==> src/rtl/ext_pkg.sv <==
// Shared immediate-extension encodings, used by the extension pipe and the decode stage.
package ext_pkg;

  localparam int EXT_MODE_W = 2;

  typedef enum logic [EXT_MODE_W-1:0] {
    EXT_ZERO   = 2'd0,
    EXT_SIGN   = 2'd1,
    EXT_HIGH   = 2'd2,
    EXT_BRANCH = 2'd3
  } ext_mode_e;

  // Number of beats held by the two-entry pipe (output register + skid register).
  typedef enum logic [1:0] {
    OCC_EMPTY = 2'd0,
    OCC_ONE   = 2'd1,
    OCC_TWO   = 2'd2
  } occ_e;

endpackage

==> src/rtl/ext_core.sv <==
// Combinational immediate extension: zero, sign, high-half and branch-offset forms.
module ext_core
  import ext_pkg::*;
#(
  parameter int IN_W  = 16,
  parameter int OUT_W = 32
) (
  input  logic [IN_W-1:0]       imm_i,
  input  logic [EXT_MODE_W-1:0] mode_i,
  output logic [OUT_W-1:0]      ext_o
);

  localparam int PAD_W = OUT_W - IN_W;

  logic [OUT_W-1:0] zext;
  logic [OUT_W-1:0] sext;

  assign zext = {{PAD_W{1'b0}}, imm_i};
  assign sext = {{PAD_W{imm_i[IN_W-1]}}, imm_i};

  // HIGH and BRANCH shift within OUT_W, so bits above OUT_W are dropped.
  always_comb begin
    ext_o = zext;
    case (ext_mode_e'(mode_i))
      EXT_ZERO:   ext_o = zext;
      EXT_SIGN:   ext_o = sext;
      EXT_HIGH:   ext_o = zext << IN_W;
      EXT_BRANCH: ext_o = sext << 2;
      default:    ext_o = zext;
    endcase
  end

endmodule

==> src/rtl/imm_ext_pipe.sv <==
// One-cycle immediate-extension stage with an output register and a skid register.
module imm_ext_pipe
  import ext_pkg::*;
#(
  parameter int IN_W  = 16,
  parameter int OUT_W = 32
) (
  input  logic                  clk,
  input  logic                  resetn,
  input  logic                  in_valid,
  output logic                  in_ready,
  input  logic [IN_W-1:0]       in_imm,
  input  logic [EXT_MODE_W-1:0] in_mode,
  output logic                  out_valid,
  input  logic                  out_ready,
  output logic [OUT_W-1:0]      out_data,
  input  logic                  flush,
  output occ_e                  dbg_occ
);

  if (OUT_W <= IN_W) begin : g_bad_width
    $error("imm_ext_pipe: OUT_W must be greater than IN_W");
  end

  logic [OUT_W-1:0] ext_val;

  logic [OUT_W-1:0] out_data_q, out_data_d;
  logic             out_vld_q, out_vld_d;
  logic [OUT_W-1:0] skid_data_q, skid_data_d;
  logic             skid_vld_q, skid_vld_d;
  logic             in_rdy_q, in_rdy_d;
  logic             in_fire;
  logic             out_fire;

  ext_core #(
    .IN_W  (IN_W),
    .OUT_W (OUT_W)
  ) u_ext_core (
    .imm_i  (in_imm),
    .mode_i (in_mode),
    .ext_o  (ext_val)
  );

  // Handshake: a beat moves on a rising edge where valid and ready are both
  // high; valid never depends on ready, and in_ready comes straight from a flop.
  assign in_fire  = in_valid & in_rdy_q;
  assign out_fire = out_vld_q & out_ready;

  always_comb begin
    out_data_d  = out_data_q;
    out_vld_d   = out_vld_q;
    skid_data_d = skid_data_q;
    skid_vld_d  = skid_vld_q;
    if (flush) begin
      out_data_d  = '0;
      out_vld_d   = 1'b0;
      skid_data_d = '0;
      skid_vld_d  = 1'b0;
    end else if (!out_vld_q || out_fire) begin
      // Output slot frees up: the older skid beat wins over a new input beat.
      if (skid_vld_q) begin
        out_data_d = skid_data_q;
        out_vld_d  = 1'b1;
        skid_vld_d = 1'b0;
      end else if (in_fire) begin
        out_data_d = ext_val;
        out_vld_d  = 1'b1;
      end else begin
        out_vld_d  = 1'b0;
      end
    end else if (in_fire) begin
      skid_data_d = ext_val;
      skid_vld_d  = 1'b1;
    end
    in_rdy_d = ~skid_vld_d;
  end

  always_ff @(posedge clk or negedge resetn) begin
    if (!resetn) begin
      out_data_q  <= '0;
      out_vld_q   <= 1'b0;
      skid_data_q <= '0;
      skid_vld_q  <= 1'b0;
      in_rdy_q    <= 1'b0;
    end else begin
      out_data_q  <= out_data_d;
      out_vld_q   <= out_vld_d;
      skid_data_q <= skid_data_d;
      skid_vld_q  <= skid_vld_d;
      in_rdy_q    <= in_rdy_d;
    end
  end

  assign in_ready  = in_rdy_q;
  assign out_valid = out_vld_q;
  assign out_data  = out_data_q;

  always_comb begin
    dbg_occ = OCC_EMPTY;
    if (skid_vld_q) begin
      dbg_occ = OCC_TWO;
    end else if (out_vld_q) begin
      dbg_occ = OCC_ONE;
    end
  end

endmodule

==> config.mk <==
export PLATFORM = sky130hd
export DESIGN_NAME = imm_ext_pipe
export DESIGN_NICKNAME = d
export VERILOG_FILES = /design/src/rtl/ext_pkg.sv /design/src/rtl/ext_core.sv /design/src/rtl/imm_ext_pipe.sv
export SDC_FILE = /design/constraint.sdc
export NUM_CORES = 1
export LEC_CHECK = 0
export ABC_AREA = 1
export BUFFER_PORTS_ARGS = -buffer_cell sky130_fd_sc_hd__buf_2
export CORE_AREA = 3 3 100 102
export DETAILED_ROUTE_END_ITERATION = 7
export DIE_AREA = 0 0 103 105
export PLACE_DENSITY = 0.68
export SYNTH_ARGS = -nofsm -noshare
export SYNTH_HDL_FRONTEND = slang
export SYNTH_SLANG_ARGS = --single-unit
==> constraint.sdc <==
create_clock -name clk -period 1.35 [get_ports clk]
set_clock_uncertainty 0.2 [all_clocks]
set_input_delay 0.2025 -clock clk [delete_from_list [all_inputs] [get_ports clk]]
set_output_delay 0.2025 -clock clk [all_outputs]
set_load 0.1 [all_outputs]
==> impl_metrics.sql, run 1 <==
INSERT INTO impl_metrics (metric_group, metric, value, unit) VALUES
('critical_path', 'startpoint_type', 'flip-flop', ''),
('critical_path', 'cp-end-kind', 'output pin', ''),
('floorplan', 'num_rows', '35', ''),
('clock_network', 'cts.clk_slew.worst_paths', '80', 'ps'),
('timing', 'min_period', '1661', 'ps'),
('run_status', 'failing_checks', 'setup timing', ''),
('floorplan', 'chipWidth', '103', 'um'),
('finish', 'multi_input_area', '2001', 'um2'),
('worst_hold_path', 'worstHoldPathCells', '5', ''),
('synthesis', 'synth-seq-area-share', '0.5013', ''),
('finish', 'mostFrequentLayoutCell', 'sky130_fd_sc_hd__nand2_1', ''),
('timing', 'grt_setup_unrepaired', 'yes', ''),
('finish', 'seqCellArea', '1685', 'um2'),
('timing', 'clock.fmax', '601.9', 'MHz'),
('finish', 'design.final.nets', '593', ''),
('power', 'p_sw_frac', '0.3541', ''),
('floorplan', 'die_area', '10820', 'um2'),
('routing', 'postRouteAntennaNets', '0', ''),
('floorplan', 'pin_count', '59', ''),
('floorplan', 'initial_core_util', '0.3637', ''),
('synthesis', 'syn_area_per_cell', '7.449', 'um2'),
('grt', 'wire_length_of_the_first_global_routing_pass', '19290', 'um'),
('clock_network', 'tritoncts', 'yes', ''),
('timing', 'hold_ws', '19.28', 'ps'),
('timing', 'finalHoldViolations', '0', ''),
('power', 'power.static_leakage', '0.003048', 'uW'),
('routing', 'routedWlPerCell', '19.42', 'um'),
('run_status', 'run_status', 'finished, violations left', ''),
('floorplan', 'die_height', '105', 'um'),
('clock_network', 'htree_levels', '3', ''),
('power', 'ir_drop', '483.9', 'uV'),
('critical_path', 'arrival', '1260', 'ps'),
('synthesis', 'synth_warnings', '0', ''),
('clock_network', 'cts_root_buffer', 'sky130_fd_sc_hd__clkbuf_8', ''),
('timing', 'setup-violations-final', '93', ''),
('finish', 'commonest_non_fill_non_tap_cells_in_the_layout', 'sky130_fd_sc_hd__nand2_1, sky130_fd_sc_hd__dfrtp_1, sky130_fd_sc_hd__nand3_1, sky130_fd_sc_hd__buf_12, sky130_fd_sc_hd__buf_4', ''),
('finish', 'design_area_final', '6036', 'um2'),
('critical_path', 'crit_chain', 'inv_4 > buf_6 > nor2_4 > buf_12', ''),
('grt', 'first_global_vias', '3892', ''),
('clock_network', 'numClockSinks', '67', ''),
('finish', 'n_fill_cell', '648', ''),
('routing', 'via_count', '3882', ''),
('critical_path', 'crit_path_max_fanout', '3', ''),
('grt', 'grt_max_degree', '36', ''),
('critical_path', 'reg2reg_slack', '-240', 'ps'),
('clock_network', 'cts_made_buffers', '9', ''),
('timing', 'report.final.slew_viol_count', '0', ''),
('grt', 'globalRouteTotalUtil', '0.2316', ''),
('routing', 'drt_total_wl', '13300', 'um'),
('critical_path', 'timing.critical_path.required', '950', 'ps'),
('critical_path', 'rr_endpoint', 'skid_data_q[22]$_DFFE_PN0P_', ''),
('clock_network', 'clock_latency', '370', 'ps'),
('routing', 'vias_per_cell', '5.667', ''),
('power', 'power.internal', '3776', 'uW'),
('placement', 'detailed_place.area', '4473', 'um2'),
('finish', 'num_antenna_cells', '0', ''),
('floorplan', 'core', '9196', 'um2'),
('power', 'power.share.clock', '0.299', ''),
('placement', 'place.detailed.hpwl', '6578', 'um'),
('routing', 'detail_route.first_pass.iterations', '7', ''),
('placement', 'port_buffers', '58', ''),
('timing', 'slew-limit-headroom', '0.7353', ''),
('timing', 'worst_slack', '-311.4', 'ps'),
('grt', 'overflow', '0', ''),
('timing', 'timing_worst_slew_pin_value', '397.0', 'ps'),
('critical_path', 'critical_path.reg2reg.startpoint', 'out_valid$_DFFE_PN0P_', ''),
('synthesis', 'mappedNetlistNets', '472', ''),
('timing', 'finalCritPeriodShare', '1.231', ''),
('worst_hold_path', 'hold_class', 'in -> reg', ''),
('power', 'net-switching-power', '2070', 'uW'),
('synthesis', 'ys_seq_elements', '67', '');
-- power groups by stage --
stage          Clock (uW)  Sequential, uW  Combinational (uW)
4_1_cts              1730            2180                1730
3_3_place_gp            0            2210                1380
6_report             1750            2180                1910
2_1_floorplan           0            2660                 375
3_5_place_dp            0            2220                1400
5_1_grt              1850            2190                1990
-- registers in the layout (all words and copies together) (netlist names) --
name,cells
out_data,32
skid_vld_q,1
skid_data_q,32
out_valid,1
in_ready,1
-- what timing repair did --
item,CTS,global route
setup buffers,22,18
cloned,9,3
pin swaps,21,25
hold buffers,4,0
resized for setup,137,82
hold endpoints to repair,70,0
endpoints found under the setup margin,96,103
-- worst max path at each step --
| stage | from | endpoint | slack (ps) |
|---|---|---|---|
| after floorplan | in_ready$_DFF_PN0_ | out_data[25]$_DFFE_PN0P_ | -240 |
| after global placement | out_valid$_DFFE_PN0P_ | skid_data_q[24]$_DFFE_PN0P_ | -120 |
| after detailed placement | out_valid$_DFFE_PN0P_ | skid_data_q[24]$_DFFE_PN0P_ | -240 |
| after CTS | skid_vld_q$_DFF_PN0_ | dbg_occ[1] | -300 |
| after global routing | out_valid$_DFFE_PN0P_ | dbg_occ[0] | -350 |
| final | out_valid$_DFFE_PN0P_ | dbg_occ[0] | -310 |
-- synth_stat cells --
library cell / number / share of area
sky130_fd_sc_hd__dfrtp_1: 67 / 0.50
sky130_fd_sc_hd__buf_4: 5 / 0.011
sky130_fd_sc_hd__nor2_2: 1 / 0.0019
sky130_fd_sc_hd__nor2_1: 4 / 0.0045
sky130_fd_sc_hd__nand3_2: 2 / 0.0060
sky130_fd_sc_hd__clkbuf_1: 4 / 0.0045
sky130_fd_sc_hd__or2_2: 1 / 0.0019
sky130_fd_sc_hd__buf_1: 2 / 0.0022
sky130_fd_sc_hd__o21ai_0: 25 / 0.037
sky130_fd_sc_hd__nand2_2: 2 / 0.0037
sky130_fd_sc_hd__a21oi_2: 1 / 0.0026
sky130_fd_sc_hd__inv_2: 7 / 0.0079
sky130_fd_sc_hd__buf_2: 16 / 0.024
sky130_fd_sc_hd__nand3_1: 89 / 0.13
sky130_fd_sc_hd__nand2_1: 177 / 0.20
sky130_fd_sc_hd__o21ai_1: 12 / 0.018
sky130_fd_sc_hd__nand4_1: 1 / 0.0019
sky130_fd_sc_hd__buf_6: 1 / 0.0034
sky130_fd_sc_hd__inv_1: 32 / 0.036
-- critical path, delay by kind of cell (launching register included) --
| family | cells | cell delay [ps] |
|---|---|---|
| and+or+nand+nor | 1 | 120 |
| DFF | 1 | 450 |
| buffers and inverters | 3 | 330 |
-- cell type report --
type | instances | area share
multi-input cells | 315 | 0.3315
flip-flops and latches | 67 | 0.2792
clock inverters | 2 | 0.005804
repair inverters | 3 | 0.008085
well taps | 111 | 0.02301
clock buffers | 13 | 0.02633
repair buffers | 135 | 0.2960
inverters | 39 | 0.03006
-- cells by family after synthesis --
group	synth area share
simple gates	0.3517
flops	0.5013
buf+inv	0.08904
compound gates	0.05799
-- stage by stage --
stage	power [uW]	TNS, ps	setup WS [ps]	utilization	instances
after floorplan	3035	-12560	-243.6	-	449
after global placement	3598	-4434	-119.3	0.4864	617
after detailed placement	3617	-7039	-240.3	0.4864	617
after CTS	5644	-8584	-301.6	0.6022	667
after global routing	6029	-17450	-345.7	0.6563	685
final	5846	-14580	-311.4	0.6563	685
-- metal layers --
| metal | vias to the layer above | GRT usage | wire (um) |
|---|---|---|---|
| li1 | 1675 | - | - |
| met1 | 1881 | 0.2782 | 4779 |
| met2 | 248 | 0.3758 | 6645 |
| met3 | 78 | 0.04606 | 1170 |
| met4 | 0 | 0.1378 | 705 |
| met5 | - | 0 | 0 |
Power figures use the tool's default switching activity.
==> run 2, diff against run 1 <==
--- a/config.mk
+++ b/config.mk
@@ -7,10 +7,10 @@
 export LEC_CHECK = 0
 export ABC_AREA = 1
 export BUFFER_PORTS_ARGS = -buffer_cell sky130_fd_sc_hd__buf_2
-export CORE_AREA = 3 3 100 102
+export CORE_AREA = 3 3 119 98
 export DETAILED_ROUTE_END_ITERATION = 7
-export DIE_AREA = 0 0 103 105
-export PLACE_DENSITY = 0.68
+export DIE_AREA = 0 0 122 101
+export PLACE_DENSITY = 0.63
 export SYNTH_ARGS = -nofsm -noshare
 export SYNTH_HDL_FRONTEND = slang
 export SYNTH_SLANG_ARGS = --single-unit
==> run 2 against run 1 <==
  * The run still ends with setup timing left
  * Global-route usage shrank 3.0 points
  * Cell count grew 4.1%
  * Total power grew 9.5%
  * Clock power grew 35%
  * Worst setup slack gained 34 ps
  * Design area shrank 0.62%
  * Count of clock-buffer cells in the layout shrank 2
  * Via count shrank 4.5%
  * Sequential power is essentially flat
  * Die area grew 14%
  * Critical path type unchanged
  * Largest power group is now the clock network
==> impl_metrics.sql, run 2 (same netlist as run 1, synthesis figures left out) <==
INSERT INTO impl_metrics (metric_group, metric, value, unit) VALUES
('run', 'number_of_max_cap_violations', '0', ''),
('timing', 'grt_setup_unrepaired', 'yes', ''),
('timing', 'finalCritPeriodShare', '1.205', ''),
('grt', 'globalRouteTotalUtil', '0.2014', ''),
('worst_hold_path', 'worstHoldPathCells', '5', ''),
('routing', 'via_count', '3706', ''),
('grt', 'wire_length_of_the_first_global_routing_pass', '18840', 'um'),
('critical_path', 'crit_path_max_fanout', '3', ''),
('critical_path', 'critical_path.reg2reg.startpoint', 'in_ready$_DFF_PN0_', ''),
('placement', 'gp_congestion', '0.8783', ''),
('floorplan', 'die_area', '12320', 'um2'),
('critical_path', 'timing.critical_path.required', '950', 'ps'),
('placement', 'detailed_place.area', '4514', 'um2'),
('critical_path', 'timing_worst_setup_path_type', 'reg -> out', ''),
('routing', 'drt_total_wl', '12840', 'um'),
('clock_network', 'numClockSinks', '67', ''),
('timing', 'worst_slack', '-277.3', 'ps'),
('floorplan', 'pin_count', '59', ''),
('floorplan', 'num_rows', '34', ''),
('routing', 'postRouteAntennaNets', '0', ''),
('finish', 'mostFrequentLayoutCell', 'sky130_fd_sc_hd__nand2_1', ''),
('timing', 'min_period', '1627', 'ps'),
('grt', 'grt_max_degree', '38', ''),
('clock_network', 'cts_root_buffer', 'sky130_fd_sc_hd__clkbuf_16', ''),
('timing', 'report.final.slew_viol_count', '0', ''),
('grt', 'grt_antenna_before_repair', '0', ''),
('critical_path', 'startpoint_type', 'flip-flop', ''),
('routing', 'initialDrtViolationCount', '391', ''),
('floorplan', 'die_height', '101', 'um'),
('critical_path', 'arrival', '1220', 'ps'),
('power', 'ir_drop', '868.7', 'uV'),
('finish', 'design_area_final', '5998', 'um2'),
('finish', 'commonest_non_fill_non_tap_cells_in_the_layout', 'sky130_fd_sc_hd__nand2_1, sky130_fd_sc_hd__nand3_1, sky130_fd_sc_hd__dfrtp_1, sky130_fd_sc_hd__buf_12, sky130_fd_sc_hd__buf_4', ''),
('routing', 'vias_per_cell', '5.198', ''),
('routing', 'routedWlPerCell', '18.01', 'um'),
('run_status', 'failing_checks', 'setup timing', ''),
('power', 'power.static_leakage', '0.003033', 'uW'),
('clock_network', 'htree_levels', '3', ''),
('clock_network', 'cts_made_buffers', '9', ''),
('routing', 'drc', '0', ''),
('run_status', 'run_status', 'finished, violations left', ''),
('floorplan', 'chipWidth', '122', 'um'),
('finish', 'final_layout_size_suffix_gt1_frac', '0.4815', ''),
('timing', 'setup-violations-final', '71', ''),
('floorplan', 'core', '10680', 'um2'),
('finish', 'layout-area-overhead-vs-synth', '79.35', '%'),
('worst_hold_path', 'min_from', 'in_imm[13]', ''),
('timing', 'timing_worst_slew_pin_value', '321.9', 'ps'),
('routing', 'detail_route.first_pass.iterations', '6', ''),
('timing', 'slew-limit-headroom', '0.7851', ''),
('timing', 'clock.fmax', '614.5', 'MHz'),
('clock_network', 'cts.clk_slew.worst_paths', '60', 'ps'),
('worst_hold_path', 'hold_class', 'in -> reg', ''),
('grt', 'overflow', '0', ''),
('worst_hold_path', 'worst_hold_path.endpoint', 'skid_data_q[13]$_DFFE_PN0P_', ''),
('floorplan', 'initial_core_util', '0.3132', ''),
('clock_network', 'clock_latency', '340', 'ps'),
('finish', 'num_antenna_cells', '0', ''),
('critical_path', 'cp-end-kind', 'output pin', ''),
('power', 'power-per-cell-area', '1068', 'nW/um2'),
('critical_path', 'rr_endpoint', 'skid_data_q[2]$_DFFE_PN0P_', ''),
('finish', 'design.final.nets', '587', ''),
('timing', 'finalHoldViolations', '0', ''),
('clock_network', 'clock_path_buffers', '2', ''),
('critical_path', 'worst_r2r_path_depth', '8', ''),
('critical_path', 'reg2reg_slack', '-220', 'ps'),
('placement', 'place.detailed.hpwl', '6816', 'um'),
('placement', 'port_buffers', '58', ''),
('grt', 'first_global_vias', '3712', ''),
('timing', 'finalSetupTns', '-11670', 'ps'),
('clock_network', 'tritoncts', 'yes', '');
==> run 2: repair_timing <==
action | in CTS | in global routing
endpoints found under the setup margin | 70 | 93
pin swaps | 15 | 35
hold buffers | 4 | 0
gates resized for setup | 98 | 115
cloned | 9 | 2
endpoints found under the hold margin | 70 | 0
setup buffers | 15 | 24
==> run 2: worst max-delay path by stage <==
stage                               start                         end  depth (start not counted)  slack (ps)
detailed placement  out_valid$_DFFE_PN0P_  skid_data_q[4]$_DFFE_PN0P_                          6        -200
global placement    out_valid$_DFFE_PN0P_  skid_data_q[7]$_DFFE_PN0P_                          6        -130
floorplan              in_ready$_DFF_PN0_    out_data[25]$_DFFE_PN0P_                          8        -240
global route         skid_vld_q$_DFF_PN0_                  dbg_occ[0]                          3        -310
finish               skid_vld_q$_DFF_PN0_                  dbg_occ[0]                          3        -280
CTS                  skid_vld_q$_DFF_PN0_                  dbg_occ[0]                          3        -280
==> run 2: cell type report <==
cell class / instances / area [um2]
repair buffers: 129 / 1685
clock buffers: 11 / 242.7
clock inverters: 5 / 52.55
well taps: 144 / 180.2
flip-flops and latches: 67 / 1690
multi-input cells: 315 / 1921
inverters: 39 / 182.7
repair inverters: 3 / 43.79
fillers: 893 / 4679
==> run 2: power breakdown <==
| part | switching, uW | leakage (uW) | internal [uW] |
|---|---|---|---|
| logic | 1140 | 0.00198 | 704 |
| registers | 89.4 | 0.000904 | 2100 |
| clock network | 896 | 0.000145 | 1470 |
| total | 2130 | 0.00303 | 4280 |
==> run 2: per-layer routing <==
metal  track usage  part of all wire  vias to the layer above  wire (um)
li1              -                 -                     1668          -
met2        0.3336              0.50                      201       6470
met3       0.04714             0.079                       63       1018
met4       0.09302             0.043                        0        554
met1        0.2500              0.37                     1774       4794
met5             0                 0                        -          0
==> run 2: through the flow <==
stage                     worst slack [ps]  cells  utilization  hold slack, ps  power, uW
after floorplan                     -243.6    449            -          -293.1       3035
after global placement              -128.5    650       0.4228          -99.57       3606
after detailed placement            -202.5    650       0.4228          -103.6       3621
after CTS                           -275.3    694       0.5124           33.70       6240
after global routing                -305.6    713       0.5618           98.94       6624
final                               -277.3    713       0.5618           57.82       6404
==> run 2: worst max-delay path: stages, from the launching register on <==
cell                      delay [ps]
sky130_fd_sc_hd__dfrtp_1         420
sky130_fd_sc_hd__buf_4           170
sky130_fd_sc_hd__nor2_4          120
sky130_fd_sc_hd__buf_12          180
==> run 3, diff against run 2 <==
--- a/config.mk
+++ b/config.mk
@@ -7,10 +7,11 @@
 export LEC_CHECK = 0
 export ABC_AREA = 1
 export BUFFER_PORTS_ARGS = -buffer_cell sky130_fd_sc_hd__buf_2
-export CORE_AREA = 3 3 119 98
+export CORE_AREA = 3 3 121 100
 export DETAILED_ROUTE_END_ITERATION = 7
-export DIE_AREA = 0 0 122 101
-export PLACE_DENSITY = 0.63
+export DIE_AREA = 0 0 124 103
+export PLACE_DENSITY = 0.62
 export SYNTH_ARGS = -nofsm -noshare
 export SYNTH_HDL_FRONTEND = slang
+export SYNTH_HIERARCHICAL = 1
 export SYNTH_SLANG_ARGS = --single-unit
==> run 3 against run 2 <==
  * The run still ends with setup timing left
  * Sequential share of layout area grew 1.9 points
  * Combinational power rose by 9.7%
  * Area after synthesis increased by 4.6%
  * Clock power hardly changed
  * Die area rose by 3.7%
  * Worst setup slack better by 27 ps
  * First-iteration DRC count shrank 1.5%
  * Critical path depth up 1
  * Design area down 5.8%
  * Flip-flop and latch count stayed put
  * Register-to-register slack better by 70 ps
  * Critical endpoint unchanged
  * Largest power group unchanged
  * Highest routed layer unchanged
==> impl_metrics.sql, run 3 <==
INSERT INTO impl_metrics (metric_group, metric, value, unit) VALUES
('run_status', 'run_status', 'finished, violations left', ''),
('run_status', 'failing_checks', 'setup timing', ''),
('grt', 'wire_length_of_the_first_global_routing_pass', '17180', 'um'),
('finish', 'mostFrequentLayoutCell', 'sky130_fd_sc_hd__nand2_1', ''),
('routing', 'detail_route.first_pass.iterations', '5', ''),
('timing', 'clock.fmax', '625.1', 'MHz'),
('power', 'p_sw_frac', '0.3408', ''),
('grt', 'grt_max_degree', '68', ''),
('routing', 'vias_per_cell', '4.819', ''),
('floorplan', 'initial_core_util', '0.3212', ''),
('floorplan', 'core', '10890', 'um2'),
('synthesis', 'synth_warnings', '6', ''),
('synthesis', 'yosysMostFrequentCell', 'sky130_fd_sc_hd__nand2_1', ''),
('timing', 'report.final.slew_viol_count', '0', ''),
('run', 'number_of_max_cap_violations', '0', ''),
('routing', 'initialDrtViolationCount', '385', ''),
('clock_network', 'clock_path_buffers', '2', ''),
('routing', 'drc', '0', ''),
('routing', 'routedWlPerCell', '15.15', 'um'),
('synthesis', 'syn_area_per_cell', '7.365', 'um2'),
('synthesis', 'synth_flop_cell', 'sky130_fd_sc_hd__dfrtp_1', ''),
('power', 'power.total', '6643', 'uW'),
('power', 'power.share.clock', '0.358', ''),
('timing', 'finalHoldViolations', '0', ''),
('floorplan', 'die_area', '12770', 'um2'),
('timing', 'grt_setup_unrepaired', 'yes', ''),
('clock_network', 'htree_levels', '3', ''),
('clock_network', 'clock_latency', '340', 'ps'),
('critical_path', 'arrival', '1200', 'ps'),
('routing', 'drt_total_wl', '11120', 'um'),
('timing', 'timing_worst_slew_pin_value', '433.0', 'ps'),
('synthesis', 'yosys.cell_types.count', '20', ''),
('floorplan', 'pin_count', '59', ''),
('timing', 'min_period', '1600', 'ps'),
('synthesis', 'synth-seq-area-share', '0.4793', ''),
('clock_network', 'cts_made_buffers', '9', ''),
('power', 'net-switching-power', '2264', 'uW'),
('power', 'ir_drop', '612.9', 'uV'),
('critical_path', 'timing.critical_path.required', '950', 'ps'),
('critical_path', 'startpoint_type', 'flip-flop', ''),
('grt', 'overflow', '0', ''),
('synthesis', 'async_set_or_reset_register_ratio_after_synthesis', '1.000', ''),
('synthesis', 'ys_seq_elements', '67', ''),
('power', 'power.internal', '4379', 'uW'),
('placement', 'port_buffers', '58', ''),
('placement', 'place.detailed.hpwl', '6851', 'um'),
('routing', 'postRouteAntennaNets', '0', ''),
('clock_network', 'cts.clk_slew.worst_paths', '60', 'ps'),
('finish', 'layout-area-overhead-vs-synth', '61.45', '%'),
('finish', 'final_layout_size_suffix_gt1_frac', '0.3881', ''),
('critical_path', 'crit_path_max_fanout', '3', ''),
('grt', 'grt_antenna_before_repair', '0', ''),
('finish', 'commonest_non_fill_non_tap_cells_in_the_layout', 'sky130_fd_sc_hd__nand2_1, sky130_fd_sc_hd__dfrtp_1, sky130_fd_sc_hd__buf_12, sky130_fd_sc_hd__buf_4, sky130_fd_sc_hd__nand2_2', ''),
('finish', 'n_fill_cell', '1005', ''),
('synthesis', 'synthTopCellsByArea', 'sky130_fd_sc_hd__dfrtp_1, sky130_fd_sc_hd__nand2_1, sky130_fd_sc_hd__nand3_1', ''),
('grt', 'first_global_vias', '3336', ''),
('floorplan', 'die_height', '103', 'um'),
('placement', 'pre_cts_slack', '-147.5', 'ps'),
('synthesis', 'mappedNetlistNets', '498', ''),
('finish', 'num_antenna_cells', '0', ''),
('critical_path', 'timing_worst_setup_path_type', 'reg -> out', ''),
('finish', 'stdcell_count', '734', ''),
('timing', 'finalCritPeriodShare', '1.185', ''),
('synthesis', 'post_synth_inst_count', '475', ''),
('worst_hold_path', 'hold_class', 'in -> reg', ''),
('placement', 'placedCellCount', '681', ''),
('clock_network', 'cts_root_buffer', 'sky130_fd_sc_hd__clkbuf_16', ''),
('routing', 'via_count', '3537', ''),
('power', 'seqPwrFrac', '0.336', ''),
('critical_path', 'cp-end-kind', 'output pin', ''),
('grt', 'globalRouteTotalUtil', '0.1756', ''),
('clock_network', 'numClockSinks', '67', ''),
('power', 'power-per-cell-area', '1176', 'nW/um2'),
('timing', 'worst_slack', '-249.8', 'ps'),
('power', 'power.static_leakage', '0.002905', 'uW'),
('clock_network', 'tritoncts', 'yes', ''),
('timing', 'slew-limit-headroom', '0.7083', ''),
('timing', 'setup-violations-final', '70', ''),
('timing', 'finalSetupTns', '-6911', 'ps'),
('synthesis', 'syn-cell-area', '3498', 'um2'),
('synthesis', 'number_of_flops_mapped_to_enable_cells_by_yosys', '0', ''),
('power', 'power_frac_comb', '0.305', ''),
('synthesis', 'post_synth_most_frequent_cells', 'sky130_fd_sc_hd__nand2_1, sky130_fd_sc_hd__dfrtp_1, sky130_fd_sc_hd__nand3_1', ''),
('synthesis', 'post-synth-top-area-fraction', '0.4793', ''),
('synthesis', 'cell_type_with_the_largest_total_area_after_synthesis', 'sky130_fd_sc_hd__dfrtp_1', ''),
('finish', 'design.final.nets', '608', ''),
('floorplan', 'num_rows', '34', ''),
('placement', 'gp_congestion', '0.9250', ''),
('floorplan', 'chipWidth', '124', 'um');
==> run 3: changes by cell type in the layout (fill, tap and decap cells not counted), sizes merged, moves of 2 or more <==
cell,delta
a21oi,+31
buf,+3
clkinv,-4
clkinvlp,+3
dlygate4sd3,-3
inv,-18
nand2,+70
nand3,-53
nor2,+2
o21ai,-10
==> run 3: metrics by stage <==
step	hold slack [ps]	utilization	cell area, um2
2_1_floorplan	-293.1	-	3526
3_3_place_gp	56.54	0.4304	4687
3_5_place_dp	56.90	0.4304	4687
4_1_cts	33.42	0.4769	5194
5_1_grt	80.76	0.5186	5648
6_report	60.30	0.5186	5648
==> run 3: logic make-up (layout without fill, tap and decap cells) <==
kind of cell | after synthesis | in the layout | share of synthesized area
buffers and inverters | 54 | 169 | 0.08798
AND/OR/NAND/NOR | 294 | 294 | 0.3376
flip-flops | 67 | 67 | 0.4793
AO/OA/AOI/OAI | 60 | 60 | 0.09514
==> run 3: critical path: stages, from the launching register on <==
cell                      delay [ps]
sky130_fd_sc_hd__dfrtp_4         490
sky130_fd_sc_hd__buf_6           140
sky130_fd_sc_hd__inv_4            50
sky130_fd_sc_hd__nor2_4           30
sky130_fd_sc_hd__buf_12          150
==> run 3: path summary, 6_finish.rpt <==
path	startpoint	end	slack (ps)	depth (start not counted)
worst max-delay path	out_valid$_DFFE_PN0P_	dbg_occ[0]	-250	4
worst min-delay path	in_imm[11]	skid_data_q[11]$_DFFE_PN0P_	60	5
worst max register to register	out_valid$_DFFE_PN0P_	out_data[27]$_DFFE_PN0P_	-150	7
worst min register to register	skid_data_q[16]$_DFFE_PN0P_	skid_data_q[16]$_DFFE_PN0P_	270	2
max in group asynchronous	resetn	out_valid$_DFFE_PN0P_	390	3
min in group asynchronous	resetn	out_data[14]$_DFFE_PN0P_	230	3
==> run 3: timing repair <==
action / 4_1_cts / 5_1_grt
endpoints found under the hold margin: 67 / 0
gates cloned: 2 / 2
endpoints found under the setup margin: 75 / 95
hold buffers: 1 / 0
pin swaps: 2 / 29
setup buffers: 9 / 26
gates resized for setup: 16 / 83
==> run 3: metal layers <==
layer	part of all wire	global-route usage
met3	0.064	0.04334
met2	0.47	0.2700
met1	0.45	0.2467
met5	0	0
met4	0.016	0.05051
==> run 3: power by group through the flow <==
stage / Combinational (uW) / Clock [uW] / Sequential [uW]
after floorplan: 433 / 0 / 2830
after global placement: 1700 / 0 / 2260
after detailed placement: 1710 / 0 / 2260
after CTS: 1820 / 2440 / 2230
after global routing: 2130 / 2500 / 2250
final: 2030 / 2380 / 2240
==> run 3: area by class of cell <==
| class | count | area [um2] | area share |
|---|---|---|---|
| inverters | 22 | 97.59 | 0.01728 |
| repair buffers | 131 | 1639 | 0.2902 |
| well taps | 144 | 180.2 | 0.03190 |
| flip-flops and latches | 67 | 1697 | 0.3004 |
| multi-input cells | 354 | 1730 | 0.3064 |
| clock inverters | 6 | 65.06 | 0.01152 |
| clock buffers | 10 | 239.0 | 0.04231 |
